**src/rtl/nrzi_decoder.sv**
```systemverilog
// nrzi_decoder
//   Receive-side NRZI line decoder with bit-stuffing removal. The line holds
//   its level for a data 1 and toggles for a data 0. After STUFF_LEN decoded
//   1s in a row, the next line bit must be a stuffed 0. That bit is dropped.
//   A 1 in the stuffed position is dropped as well and flagged on stuff_err.
//
//   Optional feature (macro NRZI_DESER_EN): an LSB-first deserialiser packs
//   the emitted data bits into WORD_W-bit words. When the macro is undefined,
//   word and word_valid are tied to 0.
//
// Parameters
//   STUFF_LEN   run of decoded 1s that forces a stuffed 0 (1..15)
//   IDLE_LEVEL  line level assumed before the first bit
//   WORD_W      deserialiser width, must be at least 2 (NRZI_DESER_EN only)
//
// Ports
//   clk         rising-edge clock
//   rst         synchronous reset, active-high
//   din         sampled line level
//   din_valid   one line bit per asserted cycle
//   clr         synchronous resync at a packet boundary; same effect as rst
//   dout        decoded data bit; holds between valid pulses
//   dout_valid  1-cycle qualifier for dout
//   stuff_err   1-cycle pulse on a stuffing violation
//   word        deserialised word, LSB = first bit received
//   word_valid  1-cycle qualifier for word
module nrzi_decoder #(
  parameter int unsigned STUFF_LEN  = 6,
  parameter bit          IDLE_LEVEL = 1'b1,
  parameter int unsigned WORD_W     = 8
) (
  input  logic              clk,
  input  logic              rst,
  input  logic              din,
  input  logic              din_valid,
  input  logic              clr,
  output logic              dout,
  output logic              dout_valid,
  output logic              stuff_err,
  output logic [WORD_W-1:0] word,
  output logic              word_valid
);

  localparam int unsigned     CW      = $clog2(STUFF_LEN + 1);
  localparam logic [CW-1:0]   C_STUFF = CW'(STUFF_LEN);

  typedef enum logic {S_DATA, S_STUFF} state_t;

  state_t          r_state;
  logic            r_prev_lvl;
  logic [CW-1:0]   r_ones_cnt;
  logic            r_dout;
  logic            r_dout_valid;
  logic            r_stuff_err;

  logic            w_sync;      // rst or clr: both return to the idle state
  logic            w_raw;       // decoded bit before stuffing removal
  logic [CW-1:0]   w_ones_inc;
  logic            w_emit;      // this bit is passed on as data

  assign w_sync     = rst | clr;
  assign w_raw      = (din == r_prev_lvl);
  assign w_ones_inc = r_ones_cnt + CW'(1);
  assign w_emit     = din_valid && (r_state == S_DATA);

  always_ff @(posedge clk) begin
    if (w_sync) begin
      r_state      <= S_DATA;
      r_prev_lvl   <= IDLE_LEVEL;
      r_ones_cnt   <= '0;
      r_dout       <= 1'b0;
      r_dout_valid <= 1'b0;
      r_stuff_err  <= 1'b0;
    end else begin
      r_dout_valid <= 1'b0;
      r_stuff_err  <= 1'b0;
      if (din_valid) begin
        r_prev_lvl <= din;
        case (r_state)
          S_DATA: begin
            r_dout       <= w_raw;
            r_dout_valid <= 1'b1;
            if (w_raw) begin
              r_ones_cnt <= w_ones_inc;
              if (w_ones_inc == C_STUFF) r_state <= S_STUFF;
            end else begin
              r_ones_cnt <= '0;
            end
          end
          S_STUFF: begin
            // The stuffed position is dropped either way. A 1 here means
            // the sender broke the stuffing rule.
            r_stuff_err <= w_raw;
            r_ones_cnt  <= '0;
            r_state     <= S_DATA;
          end
          default: r_state <= S_DATA;
        endcase
      end
    end
  end

  assign dout       = r_dout;
  assign dout_valid = r_dout_valid;
  assign stuff_err  = r_stuff_err;

`ifdef NRZI_DESER_EN
  localparam int unsigned   BW      = $clog2(WORD_W);
  localparam logic [BW-1:0] BC_LAST = BW'(WORD_W - 1);

  logic [WORD_W-1:0] r_word;
  logic [BW-1:0]     r_bit_cnt;
  logic              r_word_valid;

  // Shift in at the MSB. After WORD_W shifts, the first bit sits at the LSB.
  always_ff @(posedge clk) begin
    if (w_sync) begin
      r_word       <= '0;
      r_bit_cnt    <= '0;
      r_word_valid <= 1'b0;
    end else begin
      r_word_valid <= 1'b0;
      if (w_emit) begin
        r_word <= {w_raw, r_word[WORD_W-1:1]};
        if (r_bit_cnt == BC_LAST) begin
          r_bit_cnt    <= '0;
          r_word_valid <= 1'b1;
        end else begin
          r_bit_cnt <= r_bit_cnt + BW'(1);
        end
      end
    end
  end

  assign word       = r_word;
  assign word_valid = r_word_valid;
`else
  logic w_unused;
  assign w_unused   = w_emit;
  assign word       = '0;
  assign word_valid = 1'b0;
`endif

endmodule
```
**config.mk**
```make
export PLATFORM = sky130hd
export DESIGN_NAME = nrzi_decoder
export DESIGN_NICKNAME = d
export VERILOG_FILES = /design/src/rtl/nrzi_decoder.sv
export SDC_FILE = /design/constraint.sdc
export NUM_CORES = 1
export LEC_CHECK = 0
export ABC_AREA = 1
export CORE_AREA = 8 8 45 47
export CTS_BUF_LIST = sky130_fd_sc_hd__clkbuf_8
export DETAILED_ROUTE_END_ITERATION = 12
export DIE_AREA = 0 0 53 55
export PLACE_DENSITY = 0.71
export SLEW_MARGIN = 10
export SYNTH_ARGS = -nofsm -noshare
export SYNTH_HDL_FRONTEND = slang
export SYNTH_SLANG_ARGS = --single-unit
```
**constraint.sdc**
```tcl
create_clock -name clk -period 1.2 [get_ports clk]
set_clock_uncertainty 0.05 [all_clocks]
set_input_delay 0.24 -clock clk [delete_from_list [all_inputs] [get_ports clk]]
set_output_delay 0.24 -clock clk [all_outputs]
set_load 0.02 [all_outputs]
```
=== Word-level counts from Yosys, hierarchy flattened ===
Index checks and enable logic that the tools add are counted.
W data, S select, Z words.

* Add/subtract/negate cells: 1
* Shift operators: 0
* $lt $le $gt $ge: 0
* Multiplexer cells: 6
* Equal/unequal tests: 2
* Bitwise operators: 3
* Reduce and logical (&&, ||, !) cells: 3
* Div/mod/pow operators: 0
* $mul: 0

{| class="wikitable"
|+ Operators by type and width
! kind !! count
|-
| $pmux W3 S2 || 1
|-
| $add A3 B1 Y3 const B || 1
|-
| $eq A3 B3 Y1 const B || 1
|-
| $mux W1 || 3
|-
| $mux W3 || 1
|-
| $reduce_or A3 Y1 || 1
|-
| $not A1 Y1 || 2
|-
| $pmux W1 S2 || 1
|-
| $reduce_and A2 Y1 || 1
|-
| $reduce_or A2 Y1 || 1
|-
| $eq A1 B1 Y1 || 1
|-
| $or A1 B1 Y1 || 1
|}

* Output and inout bits: 12
* Bits in read-only memories: 0
* Flip-flop bits (word level): 8
* RAM bits: 0
* Latch bits: 0
* Memories kept: 0

=== Logic depth before layout (Yosys ltp) ===
* Word-level depth: 5
* Depth in mapped cells: 6
* Gate-level depth less buffers: 6

=== Worst setup path after synthesis ===
Ideal clock, no wire load.

* Path type: flip-flop to flip-flop
* Start: register r_ones_cnt[0]
* End: register r_state
* Stages on the path, launching flop included: 7
* Setup time: 0.070 ns
* Required time: 1.080 ns
* Clock period less this slack: 0.997 ns
* Path buffers: 0
* Setup slack: 0.203 ns
* Arrival time: 0.877 ns
* Cell sequence: dfxtp_1 ha_1 nand2_1 inv_1 nor2_1 nand4_1 a21oi_1

* Cells in the longest elaborated chain, start to end: 5

{| class="wikitable"
|+ RTL lines
! what !! RTL line !! source
|-
| from (decl) || 51 || <nowiki>logic [CW-1:0] r_ones_cnt;</nowiki>
|-
| from (signal assigned) || 84 || <nowiki>r_ones_cnt <= w_ones_inc;</nowiki>
|-
| $add A3 B1 Y3 || 63 || <nowiki>assign w_ones_inc = r_ones_cnt + CW'(1);</nowiki>
|-
| $eq A3 B3 Y1 || 85 || <nowiki>if (w_ones_inc == C_STUFF) r_state <= S_STUFF;</nowiki>
|-
| $mux W1 || 85 ||
|-
| $mux W1 || 83 || <nowiki>if (w_raw) begin</nowiki>
|-
| $pmux W1 S2 || 79 || <nowiki>case (r_state)</nowiki>
|-
| to (signal assigned) || 85 ||
|-
| to (signal assigned) || 95 || <nowiki>r_state <= S_DATA;</nowiki>
|-
| to (signal assigned) || 97 || <nowiki>default: r_state <= S_DATA;</nowiki>
|-
| to (decl) || 49 || <nowiki>state_t r_state;</nowiki>
|}

No other way between the ends.
A chain may end at the register's enable or synchronous reset.

=== Worst setup path after layout ===
* Start: register r_stuff_err (netlist: stuff_err)
* End: output port stuff_err

{| class="wikitable"
|+ RTL lines
! what !! RTL line !! source
|-
| from (decl) || 54 || <nowiki>logic r_stuff_err;</nowiki>
|-
| from (signal assigned) || 93 || <nowiki>r_stuff_err <= w_raw;</nowiki>
|-
| to (decl) || 39 || <nowiki>output logic stuff_err,</nowiki>
|}

No word-level cell between the ends.

==> metrics.md <==
| Metric | Value |
|---|---|
| DRC errors left | `0` |
| Commonest cells post-synth | `9 x buf_4, 8 x dfxtp_1, 7 x inv_1, 7 x nand2_1` |
| Initial Util | `30.56%` |
| Clock buffer count from CTS | `3` |
| FF/Latch Area | `160.2 sq um` |
| Synth top area share | `37.87%` |
| Hold WC Path Type | `in -> reg` |
| EDFF count, synth | `0` |
| Hold_sp | `din` |
| PnR worst setup slack | `0.06567 ns` |
| Skew-Pair Late Insertion Delay | `0.23 ns` |
| Fraction of registers with async set or reset after synthesis | `0%` |
| CTS root buf | `clkbuf_8` |
| Max Root-Sink Buffers | `2` |
| Mapped cell area | `~420 sq um` |
| DRT Pass-1 Iters | `4` |
| Rows | `14` |
| Area of the multi-input gates | `about 200 sq um` |
| Number of inserted diodes | `0` |
| DP Worst Slack | `-0.2027 ns` |
| Share of layout cells above drive strength 1 | `roughly 18%` |
| Syn avg cell area | `7.689 sq um` |
| GRT Max-Usage Layer | `met2` |
| Worst r2r src | `r_ones_cnt[0]$_SDFFE_PP0P_` |
| Clock transition at path regs | `0.04 ns` |
| Worst path required time | `0.91 ns` |
| Die width | `53 um` |
| Layout Nets | `77` |
| Die area | `approximately 2900 sq um` |
| Mapped Cells | `55` |
| Grt met3 use | `between 2 and 3%` |
| Hold Path Depth | `3` |
| Synth-to-layout area growth | `29.29%` |
| CP peak stage delay | `0.32 ns` |
| Grt met2 use | `8.789%` |
| Final ANT Viol Nets | `0` |
| Synth warnings | `0` |
| Via-per-instance ratio | `4.167` |
| Routed wire per std cell | `8.952 um` |
| Synth Flop Type | `dfxtp_1` |
| Final hold violations | `0` |
| Critical Path End Type | `output pin` |
| GR Util met1 | `roughly 6.5%` |
| Cells on worst reg2reg path | `6` |
| Max-cap violations | `0` |
| Max Clk Rate | `881.6 MHz` |
| Flop2flop setup slack | `0.11 ns` |
| Critical path type | `reg -> out` |
| Filler cells | `152` |
| Worst-path maximum fanout | `1` |
| Initial antenna violation count | `0` |
| Pleak | `about 0.27 nW` |
| GRT Overall Usage | `6.014%` |
| Die height | `between 50 and 60 um` |
| Hold Crit Endpoint | `r_prev_lvl$_SDFFE_PP1P_` |
| Synth area leaders | `dfxtp_1 38%, buf_4 16%, inv_1 6.2%, nand2_1 6.2%, a21oi_1 5.9%` |
| Total core area | `1384 sq um` |
| IO Pins | `17` |
| Pwr Total | `around 690 uW` |
| Peak supply drop | `572.5 uV` |
| Post-DP HPWL | `623.4 um` |
| Routed wire length | `752 um` |
| Crit path time final | `1.134 ns` |
| Crit-path leading delay family | `buffers and inverters` |
| Buf/Inv on CP | `1` |
| Seq/Total Area, Yosys | `37.87%` |
| First-pass GRT wire length | `1283 um` |
| H-tree Lvls | `1` |
| Sum Neg Setup Slack | `0 ns` |
| Slowest cell on crit path | `dlygate4sd2_1` |
| Final setup viols | `0` |
| Initial DRC Count | `3` |
| Status | `complete, no violations` |
| Synthesized flop and latch total | `8` |
| Via count | `350` |
| Max Slew Vio Count | `0` |
| Yosys top cell by area | `dfxtp_1` |
| Crit-path cells | `dlygate4sd2_1` |
| Period utilisation layout | `94.53%` |
| Hold WS | `0.2569 ns` |
| CP arrival | `approximately 0.84 ns` |
| Power Density | `around 1300 nW/um^2` |
| CTS tree | `done` |
| Number of port buffers | `7` |
| Gpl congestion | `0.7920` |
| RSZ-0062 raised after global routing | `no` |
| Reg2reg end | `r_state$_SDFFE_PP0P_` |
| Pin count of the biggest net entering global routing | `6` |
| CP startpoint kind | `register` |
| Worst setup path start | `stuff_err$_SDFF_PP0_` |
| Count leader, synth | `buf_4` |
| Number of global-route vias before repair | `342` |
| Total grt overflow | `0` |
| Clock sink total | `8` |
| Distinct cells, synth | `17` |
## layout by cell type (no fill, tap or decap), types with 3 or more instances in the layout
master	synthesis	layout
inv_1	7	7
dfxtp_1	8	8
nor2_1	5	5
conb_1	1	9
clkbuf_8	0	3
buf_4	9	4
clkdlybuf4s50_1	0	3
nand2_1	7	7
a21oi_1	5	5
## logic make-up after synthesis
logic type,count (synthesis),synth area share (%)
AND/OR/NAND/NOR,19,21.60
buffers and inverters,17,23.08
AO/OA/AOI/OAI,8,10.65
flip-flops,8,37.87
adder cells (fa/ha/maj),2,5.916
other,1,0.8867
## cell type report
class / count / area share (%)
timing repair buffer: 11 / 18.31
clock buffer: 3 / 7.551
inverter: 8 / 5.492
multi-input combinational: 38 / 35.70
tap: 16 / 3.661
sequential: 8 / 29.29
## stage by stage
stage | utilization [%] | std cells | instance area, sq um
final | 39.51 | 84 | 546.8
after global routing | 39.51 | 84 | 546.8
after CTS | 39.24 | 84 | 543.0
after detailed placement | 36.53 | 81 | 505.5
after global placement | 36.53 | 81 | 505.5
after floorplan | - | 63 | 452.9
## layer usage
| metal | vias up | share of wire (%) |
|---|---|---|
| met5 | - | 0 |
| met4 | 0 | 3.3 |
| met3 | 3 | 9.2 |
| met2 | 15 | 44 |
| met1 | 149 | 43 |
| li1 | 183 | - |
## worst max path at each step
stage | to | slack [ns] | cells after the start
after floorplan | r_state$_SDFFE_PP0P_ | 0.20 | 6
after global placement | r_ones_cnt[1]$_SDFFE_PP0P_ | -0.17 | 7
after detailed placement | r_ones_cnt[1]$_SDFFE_PP0P_ | -0.20 | 7
after CTS | dout | 0.03 | 1
after global routing | r_state$_SDFFE_PP0P_ | 0.01 | 6
final | stuff_err | 0.07 | 1
## sequential cells by signal (all words and copies together) (netlist names)
signal	flops
r_ones_cnt	3
r_state	1
r_prev_lvl	1
dout_valid	1
stuff_err	1
dout	1
## power breakdown
group	total (mW)	internal (mW)	leakage (nW)	switching [mW]
Sequential	0.275	0.272	0.0649	0.00259
Combinational	0.0863	0.0302	0.188	0.0561
Clock	0.325	0.217	0.0216	0.107
Total	0.686	0.520	0.275	0.166
## what timing repair did
action	in CTS	in global routing
endpoints found under the setup margin	3	2
buffers inserted	0	0
pin swaps	0	1
hold buffers	0	0
resized for setup	3	2
No activity file was read; power rests on OpenSTA's default activity.
